===== config.mk =====
export PLATFORM = sky130hd
export DESIGN_NAME = ripple_count_capture
export DESIGN_NICKNAME = d
export VERILOG_FILES = /design/src/rtl/ripple_count_capture_pkg.sv /design/src/rtl/ripple_count_capture_sync_2ff.sv /design/src/rtl/ripple_count_capture.sv
export SDC_FILE = /design/constraint.sdc
export NUM_CORES = 1
export LEC_CHECK = 0
export BUFFER_PORTS_ARGS = -buffer_cell sky130_fd_sc_hd__buf_4
export CAP_MARGIN = 40
export CELL_PAD_IN_SITES_DETAIL_PLACEMENT = 0
export CELL_PAD_IN_SITES_GLOBAL_PLACEMENT = 2
export CORE_ASPECT_RATIO = 1.2
export CORE_MARGIN = 2
export CORE_UTILIZATION = 37
export CTS_CLUSTER_SIZE = 10
export DETAILED_ROUTE_END_ITERATION = 7
export PLACE_DENSITY_LB_ADDON = 0.1
export SKIP_CTS_REPAIR_TIMING = 1
export SYNTH_ARGS = -nofsm -noshare
export SYNTH_HDL_FRONTEND = slang
export SYNTH_SLANG_ARGS = --single-unit

===== constraint.sdc =====
create_clock -name clk -period 2.3 [get_ports clk]
set_input_delay 0.23 -clock clk [delete_from_list [all_inputs] [get_ports clk]]
set_output_delay 0.23 -clock clk [all_outputs]
set_load 0.03 [all_outputs]

===== src/rtl/ripple_count_capture_pkg.sv =====
// Shared constants, filter-state encoding and helpers for ripple_count_capture.
package ripple_count_capture_pkg;

   localparam int unsigned DEF_WIDTH         = 4;
   localparam int unsigned DEF_STABLE_CYCLES = 2;
   localparam int unsigned DEF_WRAP_W        = 8;

   // Wide enough to hold STABLE_CYCLES-1 for the full legal range 1..15.
   localparam int unsigned STAB_W = 4;

   typedef enum logic {
      SETTLING = 1'b0,
      STABLE   = 1'b1
   } filt_state_e;

   // Largest value representable in 'width' bits (2^width - 1).
   function automatic logic [31:0] max_val(input int unsigned width);
      return (32'd1 << width) - 32'd1;
   endfunction

endpackage


===== src/rtl/ripple_count_capture_sync_2ff.sv =====
// sync_2ff: per-bit two-flop synchronizer with async active-low reset.
// Ports: clk, rst_n, d (asynchronous input bus), q (synchronized bus).
module sync_2ff #(
   parameter int unsigned WIDTH = 1
) (
   input  logic             clk,
   input  logic             rst_n,
   input  logic [WIDTH-1:0] d,
   output logic [WIDTH-1:0] q
);

   logic [WIDTH-1:0] s1;

   // First stage may go metastable; second stage gives it a cycle to resolve.
   always_ff @(posedge clk or negedge rst_n) begin
      if (!rst_n) begin
         s1 <= '0;
         q  <= '0;
      end else begin
         s1 <= d;
         q  <= s1;
      end
   end

endmodule


===== src/rtl/ripple_count_capture.sv =====
// ripple_count_capture: brings a free-running ripple counter into the clk
// domain, filters out ripple transients, and emits each settled new value on
// a valid/ready stream with wrap tracking and a sticky drop flag.
// Optional build macro RIPPLE_COUNT_CAPTURE_SKIP_CHECK_EN adds skip_err.
// Ports:
//   clk, rst_n       system clock, async active-low reset
//   count_in         raw ripple-counter value (asynchronous)
//   clr              sync clear of overrun / wrap_count (/ skip_err)
//   out_valid/ready  output handshake, out_data accepted value
//   wrap_pulse       one-cycle pulse on an accepted max->0 step
//   wrap_count       wrap tally modulo 2^WRAP_W
//   overrun          sticky: accepted value dropped under back-pressure
//   skip_err         (macro only) sticky: accepted value != last+1
module ripple_count_capture
   import ripple_count_capture_pkg::*;
#(
   parameter int unsigned WIDTH         = DEF_WIDTH,
   parameter int unsigned STABLE_CYCLES = DEF_STABLE_CYCLES,
   parameter int unsigned WRAP_W        = DEF_WRAP_W
) (
   input  logic              clk,
   input  logic              rst_n,
   input  logic [WIDTH-1:0]  count_in,
   input  logic              clr,
   output logic              out_valid,
   input  logic              out_ready,
   output logic [WIDTH-1:0]  out_data,
   output logic              wrap_pulse,
   output logic [WRAP_W-1:0] wrap_count,
`ifdef RIPPLE_COUNT_CAPTURE_SKIP_CHECK_EN
   output logic              skip_err,
`endif
   output logic              overrun
);

   localparam logic [WIDTH-1:0]  MAX_V    = WIDTH'(max_val(WIDTH));
   localparam logic [STAB_W-1:0] STAB_END = STAB_W'(STABLE_CYCLES - 1);

   logic [WIDTH-1:0]  s2;
   filt_state_e       state_q, state_d;
   logic [WIDTH-1:0]  cand_q, cand_d;
   logic [STAB_W-1:0] stab_q, stab_d;
   logic [WIDTH-1:0]  last_q;
   logic              accept_c;
   logic              drop_c;
   logic              wrap_c;

   sync_2ff #(.WIDTH(WIDTH)) u_sync (
      .clk   (clk),
      .rst_n (rst_n),
      .d     (count_in),
      .q     (s2)
   );

   // Filter state register.
   always_ff @(posedge clk or negedge rst_n) begin
      if (!rst_n) begin
         state_q <= STABLE;
         cand_q  <= '0;
         stab_q  <= '0;
      end else begin
         state_q <= state_d;
         cand_q  <= cand_d;
         stab_q  <= stab_d;
      end
   end

   // Filter next-state: any change restarts the count; a candidate held for
   // STABLE_CYCLES samples is accepted once, then held until s2 moves again.
   always_comb begin
      state_d  = state_q;
      cand_d   = cand_q;
      stab_d   = stab_q;
      accept_c = 1'b0;
      case (state_q)
         SETTLING: begin
            if (s2 != cand_q) begin
               cand_d = s2;
               stab_d = '0;
            end else if (stab_q == STAB_END) begin
               state_d  = STABLE;
               accept_c = (cand_q != last_q);
            end else begin
               stab_d = stab_q + STAB_W'(1);
            end
         end
         STABLE: begin
            if (s2 != cand_q) begin
               cand_d  = s2;
               stab_d  = '0;
               state_d = SETTLING;
            end
         end
         default: state_d = STABLE;
      endcase
   end

   assign drop_c = accept_c && out_valid && !out_ready;
   assign wrap_c = accept_c && (cand_q == '0) && (last_q == MAX_V);

   // Output register, last accepted value and handshake.
   always_ff @(posedge clk or negedge rst_n) begin
      if (!rst_n) begin
         last_q    <= '0;
         out_data  <= '0;
         out_valid <= 1'b0;
      end else begin
         if (accept_c) begin
            last_q <= cand_q;
            if (!out_valid || out_ready) begin
               out_data  <= cand_q;
               out_valid <= 1'b1;
            end
         end else if (out_valid && out_ready) begin
            out_valid <= 1'b0;
         end
      end
   end

   // Wrap tracking and sticky flags; a same-cycle event beats clr.
   always_ff @(posedge clk or negedge rst_n) begin
      if (!rst_n) begin
         wrap_pulse <= 1'b0;
         wrap_count <= '0;
         overrun    <= 1'b0;
      end else begin
         wrap_pulse <= wrap_c;
         if (clr) begin
            wrap_count <= wrap_c ? WRAP_W'(1) : '0;
         end else if (wrap_c) begin
            wrap_count <= wrap_count + WRAP_W'(1);
         end
         if (drop_c) begin
            overrun <= 1'b1;
         end else if (clr) begin
            overrun <= 1'b0;
         end
      end
   end

`ifdef RIPPLE_COUNT_CAPTURE_SKIP_CHECK_EN
   logic skip_c;

   // Non-consecutive accepted value means counts were missed.
   assign skip_c = accept_c && (cand_q != last_q + WIDTH'(1));

   always_ff @(posedge clk or negedge rst_n) begin
      if (!rst_n) begin
         skip_err <= 1'b0;
      end else if (skip_c) begin
         skip_err <= 1'b1;
      end else if (clr) begin
         skip_err <= 1'b0;
      end
   end
`endif

endmodule


Word-level counts from Yosys, hierarchy flattened
Index checks and enable logic that the tools add are counted.

word-level totals
  word-level logic and storage cells = 56
  input port bits = 8
  bits in registers = 36

operators by class
  $add $sub $neg = 2
  reductions and logical operators = 15
  mux-type cells = 20
  bitwise gates (word level) = 1
  equal/unequal tests = 7

operator list
  kind                 number
  $mux 4               4
  $mux 8               2
  $mux 1               12
  $add 8x1->8 const B  1
  $ne 4x4->1           2
  $pmux 4 s2           1
  $reduce_and 2->1     3
  $reduce_bool 2->1    3
  $logic_and 1x1->1    5
  $add 4x1->4 const B  1
  $eq 4x1->1 const B   1
  $eq 4x4->1 const B   1
  $logic_not 4->1      1
  $ne 2x1->1 const B   2
  $ne 3x3->1 const B   1
  $logic_not 1->1      2
  $pmux 1 s2           1
  $logic_or 1x1->1     1
  $not 1->1            1

Logic depth before layout (Yosys ltp)
  depth in word-level cells = 8
  depth in mapped cells = 7

By module
From an unflattened synthesis, not the netlist that was laid out.

second synthesis, totals
  cells, all modules = 129
  area total of the unflattened synthesis = 1646.6 µm²

by module, submodules not included
  module                cells an instance  instances  area each (µm²)  seq. area each (µm²)
  ripple_count_capture  121                1          1446.4           701.9
  sync_2ff              8                  1          200.2            200.2

Least setup slack after synthesis
OpenSTA, ideal clock, no wires.

  path type = register to register
  start = register stab_q[1]
  end = register out_data[0]
  setup time = 125 ps
  data required time = 2175 ps
  slack = 547 ps
  arrival = 1628 ps
  period minus slack after synthesis = 1753 ps
  buffers on the path = 0
  stages on the path, launching flop included = 7
  path through = dfrtp_1 > inv_1 > ha_1 > nor3b_2 > nand2b_1 > or4b_4 > mux2_2

between the ends
  cells in the longest elaborated chain, start to end = 5

RTL lines
  what                        RTL line                     RTL
  start, declared             ripple_count_capture.sv:42   logic [STAB_W-1:0] stab_q, stab_d;
  start signal, assigned      ripple_count_capture.sv:64   stab_q <= stab_d;
  $eq 4x1->1                  ripple_count_capture.sv:80   end else if (stab_q == STAB_END) begin
  $mux 1                      ripple_count_capture.sv:80
  $mux 1                      ripple_count_capture.sv:77   if (s2 != cand_q) begin
  $mux 1                      ripple_count_capture.sv:75   case (state_q)
  $reduce_and 2->1 (no line)  n/a
  end signal, assigned        ripple_count_capture.sv:111  out_data <= cand_q;
  end, declared               ripple_count_capture.sv:27   output logic [WIDTH-1:0] out_data,

No other way between the ends.
A chain may end at the register's enable or synchronous reset.

Worst setup path after layout
  start = register stab_q[1]
  end = register wrap_count[6]

between the ends
  cells in the longest elaborated chain, start to end = 7

RTL lines
  what                             RTL line                     RTL
  $eq 4x1->1                       ripple_count_capture.sv:80
  $mux 1                           ripple_count_capture.sv:80
  $mux 1                           ripple_count_capture.sv:77
  $mux 1                           ripple_count_capture.sv:75
  $logic_and 1x1->1 (2 in series)  ripple_count_capture.sv:99   assign wrap_c = accept_c && (cand_q == '0) && (last_q == MAX_V);
  $reduce_bool 2->1 (no line)      n/a
  end signal, assigned             ripple_count_capture.sv:129  wrap_count <= wrap_c ? WRAP_W'(1) : '0;
  end signal, assigned             ripple_count_capture.sv:131  wrap_count <= wrap_count + WRAP_W'(1);
  end, declared                    ripple_count_capture.sv:29   output logic [WRAP_W-1:0] wrap_count,

No other way between the ends.

==> flow_metrics.tcl <==
set metrics [dict create \
    status "finished, final reports clean" \
    drt_wl_total_um 2700 \
    syn-instance-count 125 \
    endpoint_kind "register" \
    worst_pin_slew_ns 0.5886 \
    synth.net_count 136 \
    die_area_um2 4704 \
    setup_violations 0 \
    synth_area_leaders "dfrtp_1 57%, mux2_2 5.8%, xnor2_1 4.0%" \
    portBuffers 22 \
    initial_core_util 0.3883 \
    synth_top_area_share 0.5677 \
    power_mw 1.271 \
    clock_latency_ns 0.29 \
    maxCapViolCount 0 \
    fin_skew_ns 0.006763 \
    grt_max_degree 37 \
    max_stage_delay_ns 0.56 \
    synth_top_area_cell "dfrtp_1" \
    rows 25 \
    antenna-diode-count 0 \
    power.leakage_nw 0.8309 \
    clock_path_buffers 2 \
    cts-buffers-inserted 5 \
    hold_viol_final 0 \
    ys_ff_latch 36 \
    grt_usage 0.1320 \
    path_max_fanout 11 \
    grt_pass1_wl_um 4664 \
    path_cells "inv_1 -> ha_1 -> nor4b_2 -> nand3_1 -> or4_1 -> a21oi_1" \
    ys_types 32 \
    postPlaceCellArea_um2 1753 \
    drive_gt1_frac 0.3020 \
    nets 159 \
    p_sw_uw 310.2 \
    clkSlewWorstSetupHoldPaths_ns 0.07 \
    path_buf_inv 1 \
    arrival_ns 2.23 \
    grt_overflow 0 \
    finalCritPeriodShare 0.8772 \
    antenna_found_initial 0 \
    cp_data_required_time_ns 2.51 \
    synth_area_per_cell_um2 12.34 \
    peakVddDrop_v 0.0004340 \
    worstSetupStartpointType "register" \
    vias 1020 \
    antenna_left 0 \
    slew_viol_final 0 \
    min_path_type "primary input to register" \
    cts.sinks 36 \
    dp.cells 194 \
    yosysMostFrequentCell "dfrtp_1" \
    initialDrtViolationCount 28 \
    dr.pass1.iters 4 \
    wl_per_cell_um 13.30 \
    htree_num_levels 2 \
    core_um2 3973 \
    cts_tree "done" \
    io_pins 23 \
    pwr-share-clk 0.367 \
    crit_type "register to register" \
    grt_pass1_vias 1018 \
    rsz0062_at_grt "false" \
    areaGrowthSynthToFinish_pct 20.36 \
    critPathTopFamily "simple AND/OR/NAND/NOR gates" \
    die_w_um 62.95 \
    fmax_ghz 0.4956 \
    finalWorstSetupSlack_ns 0.2823 \
    ys.warnings.count 0 \
    slowest_stage "or4_1" \
    dp_hpwl_um 1927 \
    setup_tns_ns 0 \
    fin_cells 203 \
    synth_edf_count 0 \
    syn_area_um2 1543 \
    max_slew_margin 0.6025 \
    design_area_um2 1857 \
    seqPwrFrac 0.541 \
    power.internal_uw 960.5 \
    ys_seq_area_frac 0.5848 \
    power.density_nw_per_um2 684.4 \
    fill_cells 373 \
    timing.final.crit_period_ns 2.018 \
    die_y_um 74.74 \
    synthTopCellsByCount "35 x dfrtp_1, 8 x mux2_2, 7 x a21oi_1, 7 x nor2_1, 7 x xnor2_1" \
    swShare 0.2441 \
    cts-root-buf "clkbuf_8" \
    combPwrFrac 0.092 \
    place_congestion 0.7012 \
    drc 0 \
    via_per_inst 5.025 \
    async_flop_share 1.000 \
    dominantRegCellSynth "dfrtp_1" \
    place_ws_ns 0.2736 \
]
==> through the flow <==
stage / hold slack [ns] / util
CTS: -0.09892 / 0.4649
global route: 0.03465 / 0.4674
detailed placement: 0.2173 / 0.4413
global placement: 0.2114 / 0.4413
finish: 0.04527 / 0.4674
floorplan: -0.06559 / -
==> power by group through the flow <==
stage	Sequential [mW]	Combinational, mW	Clock (mW)
after global placement	0.698	0.119	0
after detailed placement	0.700	0.119	0
after floorplan	0.714	0.0533	0
after CTS	0.687	0.119	0.483
final	0.687	0.118	0.466
after global routing	0.691	0.131	0.511
==> logic make-up after synthesis <==
family,after synthesis,share of synthesized area
buffers and inverters,13,0.03406
AOI/OAI and AO/OA,17,0.06975
and+or+nand+nor,36,0.1606
xor gates and xnor gates,12,0.06813
DFF,36,0.5848
adders and majority gates,3,0.02433
muxes,8,0.05840
==> registers in the layout (all words and copies together) (netlist names) <==
name,cells
state_q,1
out_valid,1
overrun,1
stab_q,4
cand_q,4
last_q,4
out_data,4
wrap_count,8
u_sync.q,4
u_sync.s1,4
wrap_pulse,1
==> per-layer routing <==
metal | part of all wire | wire length, µm | global-route usage
met5 | 0 | 0 | 0
met3 | 0.041 | 110 | 0.04036
met1 | 0.45 | 1218 | 0.1630
met2 | 0.49 | 1310 | 0.2128
met4 | 0.022 | 60 | 0.06667
==> final cells by class <==
type | count | area, µm² | area share
Clock buffer | 7 | 86.33 | 0.04650
Inverter | 4 | 15.01 | 0.008086
Multi-Input combinational cell | 76 | 588.1 | 0.3167
Clock inverter | 1 | 7.507 | 0.004043
Tap cell | 54 | 67.56 | 0.03639
Timing Repair Buffer | 25 | 190.2 | 0.1024
Sequential cell | 36 | 902.1 | 0.4858
==> final timing paths <==
kind                              startpoint            end  slack [ns]  depth (start not counted)
worst min-delay path             count_in[2]   u_sync.s1[2]        0.05                          1
min in group asynchronous              rst_n  wrap_count[3]        0.43                          2
worst min register to register  u_sync.s1[1]    u_sync.q[1]        0.36                          0
worst max register to register     stab_q[1]  wrap_count[6]        0.28                          6
worst max-delay path               stab_q[1]  wrap_count[6]        0.28                          6
max in group asynchronous              rst_n        state_q        1.52                          2
==> worst register-to-register path, delay by kind of cell, from the launching register on <==
kind / cells / cell delay [ns]
AND/OR/NAND/NOR: 3 / 1.17
flip-flops: 1 / 0.40
AO/OA/AOI/OAI: 1 / 0.16
adder cells (fa/ha/maj): 1 / 0.14
buffers and inverters: 1 / 0.06
==> cell usage in the layout, fill, tap and decap left out, types with 2 or more instances in the layout <==
master / Yosys / final
a21oi_1: 7 / 7
and4bb_2: 2 / 2
buf_4: 0 / 24
clkbuf_8: 0 / 6
dfrtp_1: 35 / 35
ha_1: 3 / 3
inv_1: 4 / 4
mux2_2: 8 / 8
nand2b_1: 3 / 3
nand3_1: 3 / 3
nand4_1: 4 / 4
nor2_1: 7 / 7
o31ai_1: 6 / 6
or3_1: 2 / 2
or4_1: 6 / 6
xnor2_1: 7 / 7
xor2_1: 5 / 5
Note: power is estimated with default switching activity, not from simulation.
